$ cat config.mk
export PLATFORM = sky130hd
export DESIGN_NAME = prince_sbox_layer_ctrl
export DESIGN_NICKNAME = d
export VERILOG_FILES = /design/src/rtl/prince_sbox_layer_ctrl.sv
export SDC_FILE = /design/constraint.sdc
export NUM_CORES = 1
export LEC_CHECK = 0
export CAP_MARGIN = 20
export CORE_AREA = 2 2 323 325
export DETAILED_ROUTE_END_ITERATION = 6
export DIE_AREA = 0 0 325 327
export PLACE_DENSITY = 0.37
export SLEW_MARGIN = 20
export SYNTH_ARGS = -nofsm -noshare
export SYNTH_HDL_FRONTEND = slang
export SYNTH_SLANG_ARGS = --single-unit
export TNS_END_PERCENT = 50
$ cat constraint.sdc
create_clock -name clk -period 2.9 [get_ports clk]
set_input_delay 0.725 -clock clk [delete_from_list [all_inputs] [get_ports clk]]
set_output_delay 0.725 -clock clk [all_outputs]
set_load 0.02 [all_outputs]
$ cat src/rtl/prince_sbox_layer_ctrl.sv
// prince_sbox_layer_ctrl: issues one 3-share PRINCE inverse S-box layer through an external
// bank of masked S-box instances and reassembles the result shares.
module prince_sbox_layer_ctrl #(
    parameter int NUM_SBOX = 4,
    parameter int LATENCY  = 4,
    parameter int RAND_W   = 42
) (
    input  logic                       clk,
    input  logic                       rst,
    input  logic                       start,
    input  logic [63:0]                st1,
    input  logic [63:0]                st2,
    input  logic [63:0]                st3,
    output logic                       busy,
    output logic                       done,
    output logic [63:0]                res1,
    output logic [63:0]                res2,
    output logic [63:0]                res3,
    input  logic [NUM_SBOX*RAND_W-1:0] rand_in,
    input  logic                       rand_valid,
    output logic                       rand_ready,
    output logic                       rand_starve,
    output logic [NUM_SBOX*4-1:0]      sb_in1,
    output logic [NUM_SBOX*4-1:0]      sb_in2,
    output logic [NUM_SBOX*4-1:0]      sb_in3,
    output logic [NUM_SBOX*RAND_W-1:0] sb_r,
    input  logic [NUM_SBOX*4-1:0]      sb_out1,
    input  logic [NUM_SBOX*4-1:0]      sb_out2,
    input  logic [NUM_SBOX*4-1:0]      sb_out3
);
    localparam int BATCHES = 16 / NUM_SBOX;
    localparam int SW = NUM_SBOX * 4;

    typedef enum logic [1:0] {IDLE, ISSUE, DRAIN} state_t;

    state_t state, state_nxt;
    logic [63:0] sh1, sh2, sh3;
    logic [4:0] issue_cnt, capture_cnt;
    logic [LATENCY-1:0] pv;
    logic [3:0] pidx [LATENCY];
    logic issue, capture, last_cap;

    assign capture  = pv[LATENCY-1];
    assign last_cap = capture && capture_cnt == 5'(BATCHES - 1);

    always_ff @(posedge clk) begin
        if (rst) state <= IDLE;
        else     state <= state_nxt;
    end

    always_comb begin
        state_nxt  = state;
        issue      = state == ISSUE && rand_valid;
        busy       = state != IDLE;
        rand_ready = busy && rand_valid;
        sb_r       = busy ? rand_in : '0;
        sb_in1     = issue ? sh1[int'(issue_cnt)*SW +: SW] : '0;
        sb_in2     = issue ? sh2[int'(issue_cnt)*SW +: SW] : '0;
        sb_in3     = issue ? sh3[int'(issue_cnt)*SW +: SW] : '0;
        if (state == IDLE && start) state_nxt = ISSUE;
        if (issue && issue_cnt == 5'(BATCHES - 1)) state_nxt = DRAIN;
        if (last_cap) state_nxt = IDLE;
    end

    always_ff @(posedge clk) begin
        if (rst) begin
            {sh1, sh2, sh3}    <= '0;
            {res1, res2, res3} <= '0;
            issue_cnt          <= '0;
            capture_cnt        <= '0;
            done               <= 1'b0;
            rand_starve        <= 1'b0;
            pv                 <= '0;
            for (int i = 0; i < LATENCY; i++) pidx[i] <= '0;
        end else begin
            done <= last_cap;
            if (state == IDLE && start) begin
                sh1         <= st1;
                sh2         <= st2;
                sh3         <= st3;
                issue_cnt   <= '0;
                capture_cnt <= '0;
                rand_starve <= 1'b0;
            end
            if (issue) issue_cnt <= issue_cnt + 5'd1;
            // the bank keeps consuming randomness while batches drain out
            if (state == DRAIN && !rand_valid) rand_starve <= 1'b1;
            pv[0]   <= issue;
            pidx[0] <= issue_cnt[3:0];
            for (int i = 1; i < LATENCY; i++) begin
                pv[i]   <= pv[i-1];
                pidx[i] <= pidx[i-1];
            end
            if (capture) begin
                res1[int'(pidx[LATENCY-1])*SW +: SW] <= sb_out1;
                res2[int'(pidx[LATENCY-1])*SW +: SW] <= sb_out2;
                res3[int'(pidx[LATENCY-1])*SW +: SW] <= sb_out3;
                capture_cnt <= capture_cnt + 5'd1;
            end
        end
    end
endmodule

==> flow_summary_export.csv, run 1 <==
group,metric,value,unit
drt,wire_per_inst,19.8,um
synth,synth-simple-area-share,0.304,
sta,finalSetupViolations,21,
synth,synth.area.mux_share,0.0879,
sta,hold_violations,0,
critical_path,cp.arrival,2240,ps
global_routing,grt_use_total,0.154,
global_routing,grt_max_degree,129,
synth,netlist_area,17900,um^2
global_routing,antenna_found_initial,22,
clock_network,clkSinkCount,418,
clock_network,clk_pin_slew,60,ps
synth,synth_edf_count,0,
synth,synth-seq-cells,418,
placed_design,placed_area,27700,um^2
placed_design,portBuffers,823,
min_path,hp-class,"flop to flop",
drt,vias,17500,
drt,via_per_inst,4.09,
sta,worst_pin_slew,700,ps
clock_network,cts_tree,"yes",
die,die-area,106000,um^2
critical_path,crit_type,"flop to primary output",
clock_network,numCtsBuffers,53,
final_layout,final_core_util,0.287,
sta,min_period_over_period,1.02,
synth,synth_xor_area_frac,0.000490,
final_layout,nets,3285,
synth,yosys.cell_types.count,41,
synth,synth_fa_ha_area_frac,0.00280,
outcome,violations,"negative setup slack",
placed_design,place_congestion,0.903,
critical_path,crit_required,2170,ps
synth,netlist_instances,2100,
sta,skew,39.1,ps
die,core_area,103000,um^2
sta,fin_ws,-61.0,ps
drt,remaining_drc_errors,0,
global_routing,grt_pass1_vias,18300,
synth,synth_top_family_by_area,"simple AND/OR/NAND/NOR gates",
final_layout,drive_above_1_share,0.145,
die,die_w,325,um
drt,routed_wl,85100,um
final_layout,syn_to_final_growth,65.4,%
synth,synth_nets,2516,
sta,setup_tns,-587,ps
drt,firstDrtPassIters,5,
outcome,status,"finished, violations left",
die,initial_core_util,0.174,
sta,rsz0062_at_grt,"yes",
placed_design,dp_slack,-497,ps
critical_path,cp-end-kind,"primary output",
sta,report.final.slew_viol_count,0,
power_and_ir_drop,ir_worst_vdd,0.000435,V
power_and_ir_drop,powerDensity,498,nW/um^2
clock_network,postCtsHoldBufs,0,
global_routing,grt_overflow_total,0,
synth,synth_compound_area_frac,0.0850,
drt,drt_iter0_drc,851,
critical_path,crit_fanout,6,
global_routing,grt_pass1_wl,124000,um
clock_network,worst_skew_pair.late_latency,630,ps
sta,slew_headroom,0.529,
synth,syn_avg_cell_area,8.51,um^2
flow_run,drv_cap,0,
die,row_count,118,
clock_network,htree_levels,2,
clock_network,clockBufferDepth,3,
placed_design,dp_hpwl,61600,um
sta,max_freq,338,MHz
power_and_ir_drop,finalPower,14.7,mW
final_layout,final_area,29600,um^2
clock_network,root_buffer,"clkbuf_16",
power_and_ir_drop,p_leak,10.9,nW
synth,synthFlopType,"dfxtp_1",
drt,final_antenna_net_count,0,
die,num_io_pins,824,
synth,synth.yosys.seq_area_share,0.468,
critical_path,startpoint_type,"flop",
sta,period_needed,2960,ps
die,chipHeight,327,um
synth,yosys_warnings,0,
synth,synth-async-reset-ratio,0,
final cells by class:
class	instances	area (um^2)
inverters	5	18.8
flip-flops and latches	418	8380
clock inverters	16	210
multi-input cells	1497	8740
well taps	1380	1730
repair buffers	894	8940
fillers	11000	73400
diodes	5	12.5
clock buffers	76	1520
registers in the layout (all words and copies together) (netlist names), 5 cells and up:
name / flops
res1: 64
res2: 64
res3: 64
sh1: 64
sh2: 64
sh3: 64
pidx: 16
capture_cnt: 5
issue_cnt: 5
metrics by stage:
stage,hold slack [ps],cells
2_1_floorplan,414,2100
4_1_cts,427,4284
5_1_grt,446,4287
6_report,430,4291
3_3_place_gp,429,4170
3_5_place_dp,424,4170
path summary, 6_finish.rpt:
kind | startpoint | end | slack [ps] | cells past startpoint
worst max-delay path | issue_cnt[0]$_SDFFE_PP0P_ | sb_in3[10] | -60 | 5
worst min-delay path | pidx[0][1]$_SDFF_PP0_ | pidx[1][1]$_SDFF_PP0_ | 430 | 1
worst max register to register | pidx[3][0]$_SDFF_PP0_ | res2[39]$_SDFFE_PP0P_ | 360 | 7
worst min register to register | pidx[0][1]$_SDFF_PP0_ | pidx[1][1]$_SDFF_PP0_ | 430 | 1
layout by cell type, fill, tap and decap left out, types with 5 or more instances in the layout:
cell	count
a21oi_1	243
and2_1	167
buf_12	36
buf_16	10
buf_2	96
buf_4	42
buf_6	16
clkbuf_1	12
clkbuf_16	53
clkbuf_2	5
clkbuf_8	11
clkdlybuf4s15_1	16
clkdlybuf4s15_2	50
clkdlybuf4s50_1	603
clkinv_2	6
dfxtp_1	414
diode_2	5
dlygate4sd2_1	18
inv_1	5
mux2i_1	49
mux4_2	48
nand2_1	570
nand2b_1	48
nand3_1	86
nand3b_1	102
nand4_1	6
nor2_1	20
nor2b_1	54
nor2b_4	14
o21ai_0	45
o21ai_1	7
timing repair:
item,CTS,global route
pin swaps,2,0
gates resized for setup,730,65
setup endpoints to repair,215,64
setup buffers,15,3
cloned,7,0
cells by family (layout without fill, tap and decap cells):
logic type	Yosys count	after routing
AND/OR/NAND/NOR	1094	1094
XOR/XNOR	1	1
AO/OA/AOI/OAI	301	301
flip-flops	418	418
other	0	5
buffers and inverters	185	991
adder cells (fa/ha/maj)	4	4
multiplexers	97	97
critical path, stage by stage (launching register included):
cell	delay [ps]
dfxtp_4	430
buf_12	140
buf_16	130
mux4_2	590
nor2b_4	170
buf_12	130
power by group:
part | switching [mW] | internal (mW)
clock network | 2.72 | 3.91
registers | 0.0849 | 5.91
logic | 0.992 | 1.09
synth_stat cells, types with 2 or more instances:
cell      instances  share of area
nand4_1           6         0.0021
a21oi_1         244          0.068
dfxtp_1         418           0.47
nand3b_1        102          0.043
nor2_1           20         0.0042
nor4_1            2        0.00070
ha_1              4         0.0028
mux4_2           48          0.061
clkbuf_1        109          0.023
nor2b_1          68          0.024
or2_1             2        0.00070
nand2b_1         48          0.017
mux2i_1          49          0.027
and2_1          171          0.060
buf_6            22          0.014
and3_1            2        0.00070
or3_1             2        0.00070
buf_4             3         0.0013
buf_2            37          0.010
inv_1             5         0.0011
nor3_1            2        0.00056
nand2_1         570           0.12
nor3b_2           2         0.0014
a211oi_1          3         0.0013
o21ai_1           7         0.0020
nand3_1          87          0.024
o21ai_0          45          0.013
buf_1             9         0.0019
metal layers:
layer,share of wire,GRT usage
met5,0.0021,0
met4,0.019,0.0334
met3,0.081,0.0561
met2,0.48,0.262
met1,0.42,0.186
No activity file was read; power rests on OpenSTA's default activity.
==> run 2: changes to the inputs <==
- PLACE_DENSITY: 0.37 -> not set
- PLACE_DENSITY_LB_ADDON: not set -> 0.3
==> flow_summary_export.csv, run 2 (synthesis results as in run 1) <==
group,metric,value,unit
outcome,status,"finished, violations left",
outcome,violations,"negative setup slack",
clock_network,worst_skew_pair.late_latency,630,ps
sta,report.final.slew_viol_count,0,
global_routing,grt_use_total,0.148,
clock_network,clk_pin_slew,60,ps
sta,max_freq,335,MHz
die,row_count,118,
sta,skew,26.8,ps
critical_path,critical-path-slowest-cell,"mux4_2",
sta,worst_pin_slew,972,ps
power_and_ir_drop,swShare,0.259,
power_and_ir_drop,combPwrFrac,0.143,
clock_network,clkSinkCount,418,
final_layout,drive_above_1_share,0.129,
placed_design,portBuffers,823,
clock_network,postCtsHoldBufs,0,
critical_path,crit_type,"flop to primary output",
die,initial_core_util,0.174,
die,chipHeight,327,um
global_routing,grt_pass1_vias,17400,
drt,via_per_inst,4.00,
final_layout,final_common_cell,"clkdlybuf4s50_1",
final_layout,layout_common_cells,"clkdlybuf4s50_1, nand2_1, dfxtp_1",
power_and_ir_drop,finalPower,14.7,mW
sta,hold_violations,0,
sta,finalSetupViolations,31,
power_and_ir_drop,p_int,10.9,mW
drt,firstDrtPassIters,5,
power_and_ir_drop,ir_worst_vdd,0.000426,V
critical_path,crit_required,2170,ps
sta,min_period_over_period,1.03,
die,num_io_pins,824,
flow_run,drv_cap,0,
drt,wire_per_inst,18.9,um
placed_design,dp_hpwl,59700,um
drt,remaining_drc_errors,0,
drt,vias,17300,
sta,slew_headroom,0.352,
drt,drt_iter0_drc,880,
critical_path,slowest_delay,540,ps
global_routing,grt_overflow_total,0,
critical_path,crit_fanout,5,
critical_path,startpoint_type,"flop",
placed_design,dp_slack,-693,ps
global_routing,grt_pass1_wl,118000,um
placed_design,placed_area,27800,um^2
global_routing,antenna_found_initial,17,
power_and_ir_drop,p_switching,3.82,mW
placed_design,place_congestion,0.800,
clock_network,numCtsBuffers,52,
final_layout,final_area,30100,um^2
critical_path,cp-end-kind,"primary output",
die,core_area,103000,um^2
placed_design,place_inst,4188,
die,die_w,325,um
drt,routed_wl,81700,um
power_and_ir_drop,p_leak,11.0,nW
critical_path,cp.arrival,2260,ps
die,die-area,106000,um^2
final_layout,nets,3307,
power_and_ir_drop,p_clk_frac,0.450,
sta,period_needed,2990,ps
final_layout,final_core_util,0.292,
drt,final_antenna_net_count,0,
sta,rsz0062_at_grt,"yes",
power_and_ir_drop,power_frac_seq,0.407,
clock_network,root_buffer,"clkbuf_16",
clock_network,clockBufferDepth,3,
clock_network,htree_levels,2,
critical_path,crit_chain,"buf_12 > buf_8 > buf_16 > mux4_2 > nor2b_1 > buf_2",
clock_network,cts_tree,"yes",
sta,fin_ws,-85.2,ps
global_routing,grt_max_degree,166,
final_layout,post_layout_nonfiller_instances,4317,
min_path,hp-class,"flop to flop",
final_layout,syn_to_final_growth,68.3,%
power_and_ir_drop,powerDensity,490,nW/um^2
run 2: cell type report:
type	instances	area (um^2)
sequential	418	8380
inverter	5	18.8
clock inverter	21	262
antenna	8	20.0
timing repair buffer	917	9390
fill	11000	72800
multi-input combinational	1497	8790
tap	1380	1730
clock buffer	71	1490
run 2: path summary, 6_finish.rpt:
check | slack [ps] | from | endpoint | depth (start not counted)
max | -90 | issue_cnt[0]$_SDFFE_PP0P_ | sb_in2[0] | 6
min | 420 | pidx[1][2]$_SDFF_PP0_ | pidx[2][2]$_SDFF_PP0_ | 1
max reg2reg | 510 | pidx[3][2]$_SDFF_PP0_ | res1[57]$_SDFFE_PP0P_ | 7
min reg2reg | 420 | pidx[1][2]$_SDFF_PP0_ | pidx[2][2]$_SDFF_PP0_ | 1
run 2: repair_timing:
action / CTS / global route
setup buffers: 25 / 1
pin swaps: 2 / 2
setup endpoints to repair: 211 / 104
gates cloned: 7 / 0
gates resized for setup: 562 / 83
run 2: power by group through the flow:
stage | Clock [mW] | Sequential [mW] | Combinational (mW)
4_1_cts | 6.87 | 6.00 | 2.13
6_report | 6.64 | 6.00 | 2.11
2_1_floorplan | 0 | 6.10 | 0.899
3_5_place_dp | 0 | 6.13 | 2.08
5_1_grt | 7.08 | 6.02 | 2.27
3_3_place_gp | 0 | 6.13 | 2.08
run 2: metal layers:
metal / share of wire / global-route usage / vias up
met4: 0.020 / 0.0387 / 12
li1: - / - / 8535
met3: 0.072 / 0.0455 / 89
met2: 0.48 / 0.247 / 590
met5: 0.0010 / 0 / -
met1: 0.43 / 0.183 / 8060
run 2: critical path: cells and delay by family (launching register included):
| family | cells | cell delay [ps] |
|---|---|---|
| muxes | 1 | 540 |
| buffers and inverters | 4 | 540 |
| DFF | 1 | 370 |
| and+or+nand+nor | 1 | 160 |
run 2: per-stage QoR:
step,hold slack [ps],TNS (ps)
after global routing,439,-5010
after global placement,416,-30890
after detailed placement,421,-30900
after CTS,403,-6330
after floorplan,414,0
final,425,-1090
